[config.mk]
export PLATFORM = sky130hd
export DESIGN_NAME = isi_gain_expand_flat
export DESIGN_NICKNAME = d
export VERILOG_FILES = /design/src/rtl/isi_gain_pkg.sv /design/src/rtl/isi_gain_expand_if.sv /design/src/rtl/isi_gain_cfg_regs.sv /design/src/rtl/isi_gain_expand.sv /design/src/flat_wrapper.sv
export SDC_FILE = /design/constraint.sdc
export NUM_CORES = 1
export LEC_CHECK = 0
export ABC_CLOCK_PERIOD_IN_PS = 3600
export BUFFER_PORTS_ARGS = -buffer_cell sky130_fd_sc_hd__buf_4
export CORE_MARGIN = 4
export CORE_UTILIZATION = 60
export CTS_BUF_LIST = sky130_fd_sc_hd__clkbuf_4 sky130_fd_sc_hd__clkbuf_8
export DETAILED_ROUTE_END_ITERATION = 8
export GPL_ROUTABILITY_DRIVEN = 0
export HOLD_SLACK_MARGIN = 0.05
export PLACE_DENSITY = 0.87
export SLEW_MARGIN = 20
export SYNTH_ARGS = -nofsm -noshare
export SYNTH_HDL_FRONTEND = slang
export SYNTH_HIERARCHICAL = 1
export SYNTH_SLANG_ARGS = --single-unit
[constraint.sdc]
create_clock -name clk -period 3.6 [get_ports clk]
set_clock_uncertainty 0.1 [all_clocks]
set_input_delay 0.54 -clock clk [delete_from_list [all_inputs] [get_ports clk]]
set_output_delay 0.54 -clock clk [all_outputs]
set_load 0.02 [all_outputs]
[src/rtl/isi_gain_pkg.sv]
// Shared helpers for the ISI gain expander: derived widths and the S2 result classes.
package isi_gain_pkg;

   localparam logic [1:0] CLS_OK   = 2'd0;
   localparam logic [1:0] CLS_COMP = 2'd1;
   localparam logic [1:0] CLS_OVF  = 2'd2;
   localparam logic [1:0] CLS_ZERO = 2'd3;

   function automatic int bit_g(input int g_max);
      return $clog2(g_max + 1);
   endfunction

   function automatic int bit_y(input int g_max);
      return $clog2(g_max);
   endfunction

   function automatic int bit_ch(input int nch);
      return (nch > 1) ? $clog2(nch) : 1;
   endfunction

   // Zero-x outranks overflow, which outranks the compensation flags.
   function automatic logic [1:0] classify(input logic zx, input logic ovf, input logic comp);
      if (zx)        return CLS_ZERO;
      else if (ovf)  return CLS_OVF;
      else if (comp) return CLS_COMP;
      else           return CLS_OK;
   endfunction

endpackage

[src/rtl/isi_gain_expand_if.sv]
// Input/output stream bundle of the ISI gain expander; master drives beats, slave is the expander.
interface isi_gain_expand_if #(
   parameter int BIT_ISI = 8,
   parameter int BIT_CH  = 2,
   parameter int BIT_Y   = 3
);
   logic               in_valid;
   logic               in_ready;
   logic [BIT_CH-1:0]  in_ch;
   logic [BIT_ISI-1:0] isi_x;
   logic [BIT_Y-1:0]   isi_y;
   logic               comp_addr_x;
   logic               comp_addr_y;
   logic               out_valid;
   logic               out_ready;
   logic [BIT_CH-1:0]  out_ch;
   logic [BIT_ISI-1:0] isi_z;
   logic               out_sat;

   modport master (
      output in_valid, in_ch, isi_x, isi_y, comp_addr_x, comp_addr_y, out_ready,
      input  in_ready, out_valid, out_ch, isi_z, out_sat
   );

   modport slave (
      input  in_valid, in_ch, isi_x, isi_y, comp_addr_x, comp_addr_y, out_ready,
      output in_ready, out_valid, out_ch, isi_z, out_sat
   );
endinterface

[src/rtl/isi_gain_cfg_regs.sv]
// Per-channel gain register file; resets to G_MAX, ignores writes of 0 or above G_MAX.
module isi_gain_cfg_regs #(
   parameter int G_MAX  = 7,
   parameter int NCH    = 4,
   parameter int BIT_G  = 3,
   parameter int BIT_CH = 2
) (
   input  logic              clk,
   input  logic              clr_n,
   input  logic              we,
   input  logic [BIT_CH-1:0] wch,
   input  logic [BIT_G-1:0]  wdata,
   input  logic [BIT_CH-1:0] rch,
   output logic [BIT_G-1:0]  rdata
);
   logic [NCH-1:0][BIT_G-1:0] gain;
   logic                      wdata_ok;

   assign wdata_ok = (wdata != '0) && ({1'b0, wdata} <= (BIT_G+1)'(G_MAX));

   always_ff @(posedge clk or negedge clr_n) begin
      if (!clr_n) begin
         gain <= {NCH{BIT_G'(G_MAX)}};
      end else if (we && wdata_ok) begin
         for (int i = 0; i < NCH; i++)
            if (wch == BIT_CH'(i)) gain[i] <= wdata;
      end
   end

   // Unpopulated channel codes read back as G_MAX.
   always_comb begin
      rdata = BIT_G'(G_MAX);
      for (int i = 0; i < NCH; i++)
         if (rch == BIT_CH'(i)) rdata = gain[i];
   end
endmodule

[src/rtl/isi_gain_expand.sv]
// Two-stage multi-channel ISI gain expander z = (x-1)*gain[ch] + 1 + y.
// Define ISI_GAIN_SAT_EN to saturate overflowing results instead of dropping them.
module isi_gain_expand
   import isi_gain_pkg::*;
#(
   parameter int BIT_ISI = 8,
   parameter int G_MAX   = 7,
   parameter int NCH     = 4,
   parameter int CNT_W   = 16,
   localparam int BIT_G  = bit_g(G_MAX),
   localparam int BIT_Y  = bit_y(G_MAX),
   localparam int BIT_CH = bit_ch(NCH)
) (
   input  logic              clk,
   input  logic              clr_n,
   input  logic              cfg_we,
   input  logic [BIT_CH-1:0] cfg_ch,
   input  logic [BIT_G-1:0]  cfg_gain,
   isi_gain_expand_if.slave  bus,
   output logic [CNT_W-1:0]  evt_cnt
);
   localparam int SW = BIT_ISI + BIT_G + 1;

   typedef struct packed {
      logic [BIT_CH-1:0] ch;
      logic [BIT_Y-1:0]  y;
      logic              comp;
      logic              zx;
      logic [SW-1:0]     p;
   } s1_t;

   s1_t              s1_d, s1_q;
   logic             s1_vld;
   logic [BIT_G-1:0] gain_rd;
   logic             stall;
   logic [SW-1:0]    sum;
   logic             ovf;
   logic [1:0]       cls;

   assign stall       = bus.out_valid & ~bus.out_ready;
   assign bus.in_ready = ~stall;

   isi_gain_cfg_regs #(.G_MAX(G_MAX), .NCH(NCH), .BIT_G(BIT_G), .BIT_CH(BIT_CH)) u_cfg (
      .clk   (clk),
      .clr_n (clr_n),
      .we    (cfg_we),
      .wch   (cfg_ch),
      .wdata (cfg_gain),
      .rch   (bus.in_ch),
      .rdata (gain_rd)
   );

   // Gain is read before this edge's write lands, so a same-cycle write never affects the beat.
   always_comb begin
      s1_d.ch   = bus.in_ch;
      s1_d.y    = bus.isi_y;
      s1_d.comp = bus.comp_addr_x | bus.comp_addr_y;
      s1_d.zx   = (bus.isi_x == '0);
      s1_d.p    = (SW'(bus.isi_x) - SW'(1)) * SW'(gain_rd);
   end

   always_ff @(posedge clk or negedge clr_n) begin
      if (!clr_n) begin
         s1_vld <= 1'b0;
         s1_q   <= '0;
      end else if (!stall) begin
         s1_vld <= bus.in_valid;
         if (bus.in_valid) s1_q <= s1_d;
      end
   end

   assign sum = s1_q.p + SW'(1) + SW'(s1_q.y);
   assign ovf = |sum[SW-1:BIT_ISI];
   assign cls = classify(s1_q.zx, ovf, s1_q.comp);

   always_ff @(posedge clk or negedge clr_n) begin
      if (!clr_n) begin
         bus.out_valid <= 1'b0;
         bus.out_ch    <= '0;
         bus.isi_z     <= '0;
      end else if (!stall) begin
         bus.out_valid <= 1'b0;
         if (s1_vld) begin
            case (cls)
               CLS_OK: begin
                  bus.out_valid <= 1'b1;
                  bus.isi_z     <= sum[BIT_ISI-1:0];
                  bus.out_ch    <= s1_q.ch;
               end
               CLS_COMP: begin
                  bus.isi_z     <= sum[BIT_ISI-1:0];
                  bus.out_ch    <= s1_q.ch;
               end
`ifdef ISI_GAIN_SAT_EN
               CLS_OVF: begin
                  bus.out_valid <= ~s1_q.comp;
                  bus.isi_z     <= '1;
                  bus.out_ch    <= s1_q.ch;
               end
`endif
               default: ;
            endcase
         end
      end
   end

`ifdef ISI_GAIN_SAT_EN
   logic sat_q;
   assign bus.out_sat = sat_q;

   always_ff @(posedge clk or negedge clr_n) begin
      if (!clr_n)                               sat_q <= 1'b0;
      else if (!stall && s1_vld && cls == CLS_OK)  sat_q <= 1'b0;
      else if (!stall && s1_vld && cls == CLS_OVF) sat_q <= 1'b1;
   end
`else
   assign bus.out_sat = 1'b0;
`endif

   always_ff @(posedge clk or negedge clr_n) begin
      if (!clr_n)
         evt_cnt <= '0;
      else if (!stall && s1_vld && (cls == CLS_ZERO || cls == CLS_OVF) && evt_cnt != '1)
         evt_cnt <= evt_cnt + CNT_W'(1);
   end
endmodule
[src/flat_wrapper.sv]
// flat-port wrapper written by rule: the top's interface ports become plain ports
module isi_gain_expand_flat import isi_gain_pkg::*;
#(
   parameter int BIT_ISI = 8,
   parameter int G_MAX   = 7,
   parameter int NCH     = 4,
   parameter int CNT_W   = 16,
   localparam int BIT_G  = bit_g(G_MAX),
   localparam int BIT_Y  = bit_y(G_MAX),
   localparam int BIT_CH = bit_ch(NCH)
)
  (clk, clr_n, cfg_we, cfg_ch, cfg_gain, evt_cnt, bus_in_valid, bus_in_ch, bus_isi_x, bus_isi_y, bus_comp_addr_x, bus_comp_addr_y, bus_out_ready, bus_in_ready, bus_out_valid, bus_out_ch, bus_isi_z, bus_out_sat);
  isi_gain_expand_if #(.BIT_ISI(BIT_ISI)) bus_i ();
  input  logic clk;
  input  logic clr_n;
  input  logic cfg_we;
  input  logic [BIT_CH-1:0] cfg_ch;
  input  logic [BIT_G-1:0] cfg_gain;
  output logic [CNT_W-1:0] evt_cnt;
  input wire logic [$bits(bus_i.in_valid)-1:0] bus_in_valid;
  input wire logic [$bits(bus_i.in_ch)-1:0] bus_in_ch;
  input wire logic [$bits(bus_i.isi_x)-1:0] bus_isi_x;
  input wire logic [$bits(bus_i.isi_y)-1:0] bus_isi_y;
  input wire logic [$bits(bus_i.comp_addr_x)-1:0] bus_comp_addr_x;
  input wire logic [$bits(bus_i.comp_addr_y)-1:0] bus_comp_addr_y;
  input wire logic [$bits(bus_i.out_ready)-1:0] bus_out_ready;
  output wire logic [$bits(bus_i.in_ready)-1:0] bus_in_ready;
  output wire logic [$bits(bus_i.out_valid)-1:0] bus_out_valid;
  output wire logic [$bits(bus_i.out_ch)-1:0] bus_out_ch;
  output wire logic [$bits(bus_i.isi_z)-1:0] bus_isi_z;
  output wire logic [$bits(bus_i.out_sat)-1:0] bus_out_sat;
  assign bus_i.in_valid = bus_in_valid;
  assign bus_i.in_ch = bus_in_ch;
  assign bus_i.isi_x = bus_isi_x;
  assign bus_i.isi_y = bus_isi_y;
  assign bus_i.comp_addr_x = bus_comp_addr_x;
  assign bus_i.comp_addr_y = bus_comp_addr_y;
  assign bus_i.out_ready = bus_out_ready;
  assign bus_in_ready = bus_i.in_ready;
  assign bus_out_valid = bus_i.out_valid;
  assign bus_out_ch = bus_i.out_ch;
  assign bus_isi_z = bus_i.isi_z;
  assign bus_out_sat = bus_i.out_sat;
  isi_gain_expand #(.BIT_ISI(BIT_ISI), .G_MAX(G_MAX), .NCH(NCH), .CNT_W(CNT_W)) u_core (.clk(clk), .clr_n(clr_n), .cfg_we(cfg_we), .cfg_ch(cfg_ch), .cfg_gain(cfg_gain), .bus(bus_i), .evt_cnt(evt_cnt));
endmodule
==> metrics, run 1 <==
Synth cell types=55; max_slew headroom=35.8%; worst-margin pin slew=960 ps; Critical Path RT=3680 ps; # IOs=54; num rows=28; post-route cell area=4550 µm²; routed wire length=8320 µm; I/O Buffers=52; CTS Hold Bufs=0; Setup Buffers After CTS=0; worst path cell trace=mux4_1 > nand2_1 > fa_1 > inv_1 > ha_1 > buf_4 > a211oi_1 > o21ai_0 > a2111oi_1 > nor2_1 > xnor2_1 > o21ai_0; Fin. Hold Viols=0; DRT Pass-1 Iters=4; slowest cell delay on critical path=550 ps; Async SR Flop Fraction=100%; final critical-path share of the clock period=97.1%; Initial Util=63.5%; Syn-to-layout area delta=18.1%; initial antenna violation count=0; drt wl/cell=16.2 µm; CTS tree=yes; Final HPWL DP=6070 µm; Most common cell on crit path=o21ai_0; Starting DRT DRC Count=226; core area=6060 µm²; NetSw=1.17 mW; outcome=finished clean; slowest CP cell=dfstp_2; Clock Tree Root=clkbuf_8; ant diodes=0; Detail Route Antenna Nets=0; PwrDens=668 nW/µm²; Mapped Avg Cell Area=10.3 µm²; min-delay worst type=in2async; clock share of power=21.0%; number of global-route vias before repair=2,985; clock slew at reported path FFs=70 ps; largest net degree at the start of global routing=60; Ys Warns=6; number of synthesized flops with an enable pin=0; Final #Nets=484; Die Span Y=88.1 µm; CTS Buf Count=9; fmax=286 MHz; Worst VDD drop=0.000411 V; Post-CTS Resized=0; Max Cap Viol=0; kind of critical path=reg2reg; Yosys reg bits=59; drt via density=5.93; Area after DPL=4330 µm²; sequential power share=34.2%; clock sink count=59; chip width=88.1 µm; Leakage=2.20 nW; Pwr Total=3.03 mW; DRC violation count after routing=0; Syn Nets=423; later-pin clock latency in the skew report=350 ps; worst-path fanout max=4; CP Launch Type=flip-flop; Post-synth top flop=dfrtp_1; mapped cell area=3850 µm²; worst path arrival time=3570 ps; Filler Cell Count=422; fin crit period=3500 ps; H-tree lvl count=3; first-pass GRT wire length=13,800 µm; die area=7760 µm²; Slew Viols, Final=0; sequential share of the synthesized area=38.8%; DR vias=3,043; Logic pwr share=44.9%; Finish-stage setup viols=0; Net Sw Frac=38.5%; cell-internal power=1.87 mW; Crit. End Element=flip-flop; R2R setup slack=100 ps; Synth Instances=372; multi-input logic area=2130 µm²; register area=1490 µm²; GRT Overall Usage=23.2%; proportion of layout cells with a drive suffix above 1=27.4%; clock buffer depth=2; RSZ-0062 raised after global routing=no; gr ovfl total=0
logic make-up (layout without fill, tap and decap cells):
kind of cell | Yosys count | after routing | share of synthesized area (%)
AND/OR/NAND/NOR | 127 | 127 | 19.5
flip-flops | 59 | 59 | 38.8
AO/OA/AOI/OAI | 55 | 55 | 10.3
buffers and inverters | 50 | 116 | 6.05
XOR/XNOR | 33 | 33 | 7.51
adder cells (fa/ha/maj) | 26 | 26 | 10.6
multiplexers | 21 | 21 | 7.22
other | 1 | 1 | 0.0974
stage by stage:
| stage | utilization (%) | setup slack, ps | std cells | hold WS (ps) | setup TNS (ps) |
|---|---|---|---|---|---|
| after floorplan | - | 171 | 372 | 144 | 0 |
| after global placement | 71.5 | 23.0 | 497 | 359 | 0 |
| after detailed placement | 71.5 | -151 | 497 | 379 | -266 |
| after CTS | 74.9 | 145 | 513 | 161 | 0 |
| after global routing | 75.0 | 24.9 | 513 | 191 | 0 |
| final | 75.0 | 104 | 513 | 140 | 0 |
power by group through the flow:
stage               Clock (mW)  Combinational [mW]  Sequential, mW
floorplan                    0               0.811            1.12
global placement             0                1.26            1.03
detailed placement           0                1.32            1.05
CTS                      0.644                1.35            1.04
global route             0.677                1.49            1.06
finish                   0.636                1.36            1.04
layout by cell type, fill, tap and decap left out, types with 3 or more instances in the layout:
cell       count
a21o_1         4
a21oi_1        3
a22o_1         3
and2_1         6
and3_1         6
buf_4         66
clkbuf_8      11
dfrtp_1       47
dfstp_2       12
fa_1          11
ha_1          15
inv_1         34
mux2_2        18
nand2_1       45
nand2b_1       3
nand3_1        5
nand4_1        9
nand4b_1       7
nand4bb_1      3
nor2_1         7
nor2b_1        3
nor3_1         7
nor4b_1        4
o2111ai_1      3
o211ai_1       9
o21a_1         4
o21ai_0       12
o31ai_1        6
or3b_1         8
xnor2_1       23
xor2_1        10
final timing paths:
path,endpoint,depth (start not counted),startpoint
worst max-delay path,u_core/s1_q[11]$_DFFE_PN0P_,12,u_core/u_cfg/gain[8]$_DFFE_PN1P_
worst min-delay path,u_core/evt_cnt[13]$_DFFE_PN0P_,1,clr_n
min in group clk,u_core/s1_q[15]$_DFFE_PN0P_,2,bus_isi_y[1]
worst min register to register,u_core/bus.out_valid$_DFFE_PN0N_,1,u_core/s1_q[13]$_DFFE_PN0P_
max in group asynchronous,u_core/s1_q[12]$_DFFE_PN0P_,1,clr_n
worst max register to register,u_core/s1_q[11]$_DFFE_PN0P_,12,u_core/u_cfg/gain[8]$_DFFE_PN1P_
state kept, by name (all words and copies together), names as in the netlist:
signal / cells
u_core/u_cfg/gain: 12
u_core/bus.out_ch: 2
u_core/bus.isi_z: 8
u_core/bus.out_valid: 1
u_core/s1_vld: 1
u_core/evt_cnt: 16
u_core/s1_q: 19
cell usage after synthesis (3+ instances only):
master,count,area [µm²]
a21oi_1,4,20.0
fa_1,11,220
a21o_1,4,30.0
nand4b_1,7,61.3
and3_1,6,37.5
buf_6,4,45.0
xor2_1,10,87.6
ha_1,15,188
o2111ai_1,3,26.3
or3b_1,8,70.1
mux2_2,18,203
o31ai_1,6,45.0
nor2_1,7,26.3
dfstp_2,12,315
inv_1,34,128
a22o_1,3,26.3
o21a_1,4,30.0
nand3_1,5,25.0
dfrtp_1,47,1180
buf_4,3,22.5
nand2_1,45,169
nand4bb_1,3,33.8
nor4b_1,4,35.0
buf_2,3,15.0
nand2b_1,3,18.8
nand4_1,9,56.3
xnor2_1,23,201
o21ai_0,12,60.1
clkbuf_1,6,22.5
and2_1,6,37.5
o211ai_1,9,67.6
nor3_1,7,35.0
nor2b_1,3,18.8
metal layers:
metal  global-route usage (%)  vias up  share of wire [%]
met4                     8.79        0                1.7
met1                     29.8     1475                 44
met5                        0        -                  0
met3                     5.17       23                6.5
li1                         -     1433                  -
met2                     38.4      112                 48
cell type report:
type | instances | area share [%]
clock buffers | 12 | 3.50
multi-input cells | 263 | 46.8
well taps | 75 | 2.06
clock inverters | 4 | 1.07
repair buffers | 66 | 10.9
inverters | 34 | 2.81
flip-flops and latches | 59 | 32.8
critical path: cells and delay by family, from the launching register on:
family,cells,cell delay [ps]
AOI/OAI and AO/OA,4,1030
adders and majority gates,2,740
DFF,1,550
xor gates and xnor gates,1,180
muxes,1,300
and+or+nand+nor,2,240
buffers and inverters,2,190
Power figures use the tool's default switching activity.
==> run 2, diff against run 1 <==
Settings changed: CORE_MARGIN 4 to unset.
==> run 2 against run 1 <==
Clock-buffer cell count shrank 1. Utilization shrank 0.64 points. Maximum frequency grew 1.7%.
==> metrics, run 2 (synthesis gave the netlist of run 1 again) <==
core area=6060 µm²; # IOs=54; Fin. Hold Viols=0; gr ovfl total=0; Slew Viols, Final=0; clock sink count=59; GRT Overall Usage=27.3%; Worst path top cell family by delay=compound AO/OA/AOI/OAI gates; CTS Buf Count=9; num rows=28; most frequent cells in the layout=65 x buf_4, 47 x dfrtp_1, 45 x nand2_1; Initial Util=63.5%; proportion of layout cells with a drive suffix above 1=28.1%; NetSw=1.14 mW; die area=6740 µm²; Worst VDD drop=0.000410 V; outcome=finished clean; Leakage=2.17 nW; final critical-path share of the clock period=95.5%; worst path arrival time=3560 ps; Logic pwr share=46.3%; DRC violation count after routing=0; cell-internal power=1.76 mW; clock slew at reported path FFs=70 ps; Filler Cell Count=419; H-tree lvl count=3; Syn-to-layout area delta=17.1%; drt wl/cell=16.0 µm; DRT met1 WL=3570 µm; Detail Route Antenna Nets=0; CTS Hold Bufs=0; sequential power share=35.7%; min-delay worst type=in2async; DRT Pass-1 Iters=4; chip width=82.1 µm; first-pass GRT wire length=13,900 µm; initial antenna violation count=0; Final HPWL DP=6000 µm; Setup Buffers After CTS=0; Clock Tree Root=clkbuf_8; Critical Path RT=3720 ps; final core occ=74.4%; DR top layer=met4; hold slack final=154 ps; CP Launch Type=primary input; Die Span Y=82.1 µm; worst-margin pin slew=938 ps; Starting DRT DRC Count=291; I/O Buffers=52; largest net degree at the start of global routing=60; fmax=291 MHz; number of global-route vias before repair=3,129; later-pin clock latency in the skew report=340 ps; fin crit period=3440 ps; Buf+Inv Stages, Crit Path=2; Finish-stage setup viols=0; DR vias=3,006; Net Sw Frac=39.4%; slowest CP cell=fa_1; Final #Nets=483; clock share of power=18.1%; met2 routed WL=3990 µm; WL met3=471 µm; kind of critical path=in2reg; Crit. End Element=flip-flop; Max Cap Viol=0; clock buffer depth=2; worst path cell trace=buf_4 > nor3_1 > xor2_1 > nand2_1 > fa_1 > inv_1 > ha_1 > nor2b_1 > o21ai_0 > a21oi_2 > o2111a_1 > o21a_1 > o31ai_1; TNS Setup=0 ps; Largest register FFs=19; worst-path fanout max=4; drt via density=5.87; CTS tree=yes; PwrDens=644 nW/µm²; slowest cell delay on critical path=510 ps; ant diodes=0; max_slew headroom=37.3%; Largest regs=u_core/s1_q (19), u_core/evt_cnt (16), u_core/u_cfg/gain (12); Largest Register=u_core/s1_q; routed wire length=8180 µm; most common cell after layout, fill and taps aside=buf_4
-- run 2: cell types whose count changed in the layout (fill, tap and decap cells not counted), moves of 2 or more --
cell        before  now
clkinvlp_4       0    3
clkbuf_8        11    9
mux4_2           1    3
mux4_1           2    0
-- run 2: worst register-to-register path: stages, from the launching register on --
cell      delay [ps]
dfstp_2          560
mux4_2           300
nand2_1           90
fa_1             540
inv_1             40
ha_1             200
inv_1             70
fa_1             190
nor2b_1           60
o21ai_0          310
a21oi_2          130
o2111a_1         280
o21a_1           170
o31ai_1          260
-- run 2: metrics by stage --
stage | cell area (µm²) | power, mW | std cells | setup slack, ps
after detailed placement | 4330 | 2.36 | 496 | -200
after global placement | 4330 | 2.28 | 496 | -42.9
final | 4510 | 2.90 | 512 | 161
after global routing | 4510 | 3.12 | 512 | -52.7
after CTS | 4500 | 2.90 | 512 | 119
after floorplan | 3850 | 1.93 | 372 | 171
-- run 2: final timing paths --
path | from | endpoint | slack [ps] | cells after the start
setup / recovery | bus_isi_x[2] | u_core/s1_q[10]$_DFFE_PN0P_ | 160 | 13
setup reg to reg | u_core/u_cfg/gain[5]$_DFFE_PN1P_ | u_core/s1_q[10]$_DFFE_PN0P_ | 190 | 13
max in group asynchronous | clr_n | u_core/evt_cnt[14]$_DFFE_PN0P_ | 2760 | 1
hold / removal | clr_n | u_core/evt_cnt[11]$_DFFE_PN0P_ | 150 | 1
hold reg to reg | u_core/s1_q[13]$_DFFE_PN0P_ | u_core/bus.out_valid$_DFFE_PN0N_ | 360 | 1
min in group clk | bus_isi_y[2] | u_core/s1_q[16]$_DFFE_PN0P_ | 340 | 2
-- run 2: power groups by stage --
stage	combinational, mW	sequential (mW)	clock (mW)
floorplan	0.811	1.12	0
global placement	1.25	1.03	0
detailed placement	1.32	1.04	0
CTS	1.33	1.03	0.536
global route	1.49	1.06	0.568
finish	1.34	1.04	0.524
-- run 2: final cells by class --
type / count / area, µm² / area share, %
clock buffer: 11 / 139 / 3.08
clock inverter: 5 / 32.5 / 0.722
inverter: 34 / 128 / 2.83
multi-input combinational: 263 / 2130 / 47.4
sequential: 59 / 1490 / 33.1
tap: 75 / 93.8 / 2.08
timing repair buffer: 65 / 488 / 10.8
-- run 2: what timing repair did --
action	in CTS	in global routing
setup endpoints to repair	0	3
resized for setup	0	7
endpoints found under the hold margin	0	0
-- run 2: metal layers --
layer / GRT usage (%) / up-vias
li1: - / 1423
met1: 34.1 / 1455
met2: 46.7 / 109
met3: 6.59 / 19
met4: 8.42 / 0
met5: 0 / -
==> run 3, diff against run 2 <==
Settings changed: CELL_PAD_IN_SITES_DETAIL_PLACEMENT set to 0, CELL_PAD_IN_SITES_GLOBAL_PLACEMENT set to 2, CORE_UTILIZATION 60 to 38, PLACE_DENSITY 0.87 to 0.86.
==> run 3 against run 2 <==
Setup slack better by 52 ps. Sequential share of layout area is 1.6 points lower. Non-clock buffer count increased by 13. Combinational power hardly changed. First-iteration DRC count is 65% lower. Sequential power hardly changed. Largest cell class unchanged.
==> metrics, run 3 (synthesis gave the netlist of run 1 again) <==
Crit. End Element=flip-flop; DRT met1 WL=3990 µm; chip width=103 µm; Final HPWL DP=5850 µm; worst-margin pin slew=913 ps; Final #Nets=496; min-delay worst type=in2async; initial antenna violation count=0; clock buffer depth=2; Largest Register=u_core/s1_q; Detail Route Antenna Nets=0; # IOs=54; CTS tree=yes; Pwr Total=3.07 mW; Starting DRT DRC Count=101; most common cell after layout, fill and taps aside=buf_4; ant diodes=0; first-pass GRT wire length=13,200 µm; DR vias=2,899; Worst VDD drop=0.000213 V; Syn-to-layout area delta=23.2%; worst path arrival time=3510 ps; core area=9770 µm²; Fin. Hold Viols=0; Initial Util=39.4%; drt wl/cell=13.7 µm; Layout Cells excl Fill=583; later-pin clock latency in the skew report=340 ps; H-tree lvl count=3; DR top layer=met4; clock sink count=59; fmax=295 MHz; Finish-stage setup viols=0; CTS Hold Bufs=0; Leakage=2.26 nW; Critical Path RT=3730 ps; DRC violation count after routing=0; max_slew headroom=39.0%; CTS Buf Count=9; fin crit period=3390 ps; CP Launch Type=flip-flop; most frequent cells in the layout=78 x buf_4, 47 x dfrtp_1, 45 x nand2_1; Clock Tree Root=clkbuf_8; DRT Pass-1 Iters=4; Largest register FFs=19; routed wire length=8010 µm; Largest regs=u_core/s1_q (19), u_core/evt_cnt (16), u_core/u_cfg/gain (12); PwrDens=647 nW/µm²; Die Span Y=103 µm; GRT Overall Usage=16.4%; I/O Buffers=52; WL met3=326 µm; met2 routed WL=3600 µm; number of global-route vias before repair=2,776; largest net degree at the start of global routing=60; kind of critical path=reg2reg; Max Cap Viol=0; proportion of layout cells with a drive suffix above 1=30.2%; num rows=36; die area=10,500 µm²; clock slew at reported path FFs=80 ps; drt via density=4.97; DP Cell Count=567; gr ovfl total=0; final critical-path share of the clock period=94.1%; outcome=finished clean; worst-path fanout max=3; Slew Viols, Final=0
## run 3: changes by cell type in the layout (fill, tap and decap cells not counted), sizes merged
cell      previous run  this run
bufinv               0         2
clkinvlp             3         2
clkbuf              11        10
buf                 65        78
## run 3: per-layer routing
metal	global-route usage [%]	up-vias
li1	-	1455
met1	22.0	1372
met2	25.1	65
met3	4.00	7
met4	6.92	0
met5	0	-
## run 3: cell type report
class	instances	area, µm²
Sequential cell	59	1490
Tap cell	133	166
Multi-Input combinational cell	263	2150
Inverter	34	128
Timing Repair Buffer	78	586
Fill cell	938	5030
Clock inverter	6	88.8
Clock buffer	10	138
## run 3: path summary, 6_finish.rpt
path                                                  start                                to  slack [ps]  cells past startpoint
min in group clk                               bus_isi_y[0]       u_core/s1_q[14]$_DFFE_PN0P_         340                      2
hold reg to reg                 u_core/s1_q[13]$_DFFE_PN0P_  u_core/bus.out_valid$_DFFE_PN0N_         360                      1
max in group asynchronous                             clr_n   u_core/bus.isi_z[6]$_DFFE_PN0P_        2750                      1
hold / removal                                        clr_n     u_core/evt_cnt[2]$_DFFE_PN0P_         160                      1
setup reg to reg           u_core/u_cfg/gain[5]$_DFFE_PN1P_       u_core/s1_q[10]$_DFFE_PN0P_         210                     12
setup / recovery           u_core/u_cfg/gain[5]$_DFFE_PN1P_       u_core/s1_q[10]$_DFFE_PN0P_         210                     12
## run 3: per-stage QoR
step / hold WS, ps / setup TNS, ps / setup slack [ps] / util (%) / area [µm²]
floorplan: 144 / 0 / 171 / - / 3850
global placement: 355 / -177 / -85.6 / 46.0 / 4500
detailed placement: 359 / -372 / -136 / 46.0 / 4500
CTS: 174 / 0 / 188 / 48.3 / 4720
global route: 211 / -14.3 / -14.3 / 48.5 / 4740
finish: 157 / 0 / 213 / 48.5 / 4740
## run 3: timing repair
| action | in CTS | in global routing |
|---|---|---|
| gates resized for setup | 0 | 7 |
| buffers inserted | 0 | 0 |
| endpoints found under the setup margin | 0 | 3 |
| endpoints found under the hold margin | 0 | 0 |
## run 3: worst max-delay path: stages, from the launching register on
cell,delay (ps)
dfstp_2,560
mux4_1,310
buf_4,140
nand2_1,60
fa_1,540
inv_1,40
ha_1,310
nor2b_1,130
o21ai_0,280
a21oi_2,120
o2111a_1,280
o21a_1,170
o31ai_1,220
## run 3: where the power goes
part	total, mW	switching, mW	internal (mW)
clock network	0.683	0.275	0.408
logic	1.36	0.699	0.657
registers	1.03	0.156	0.872
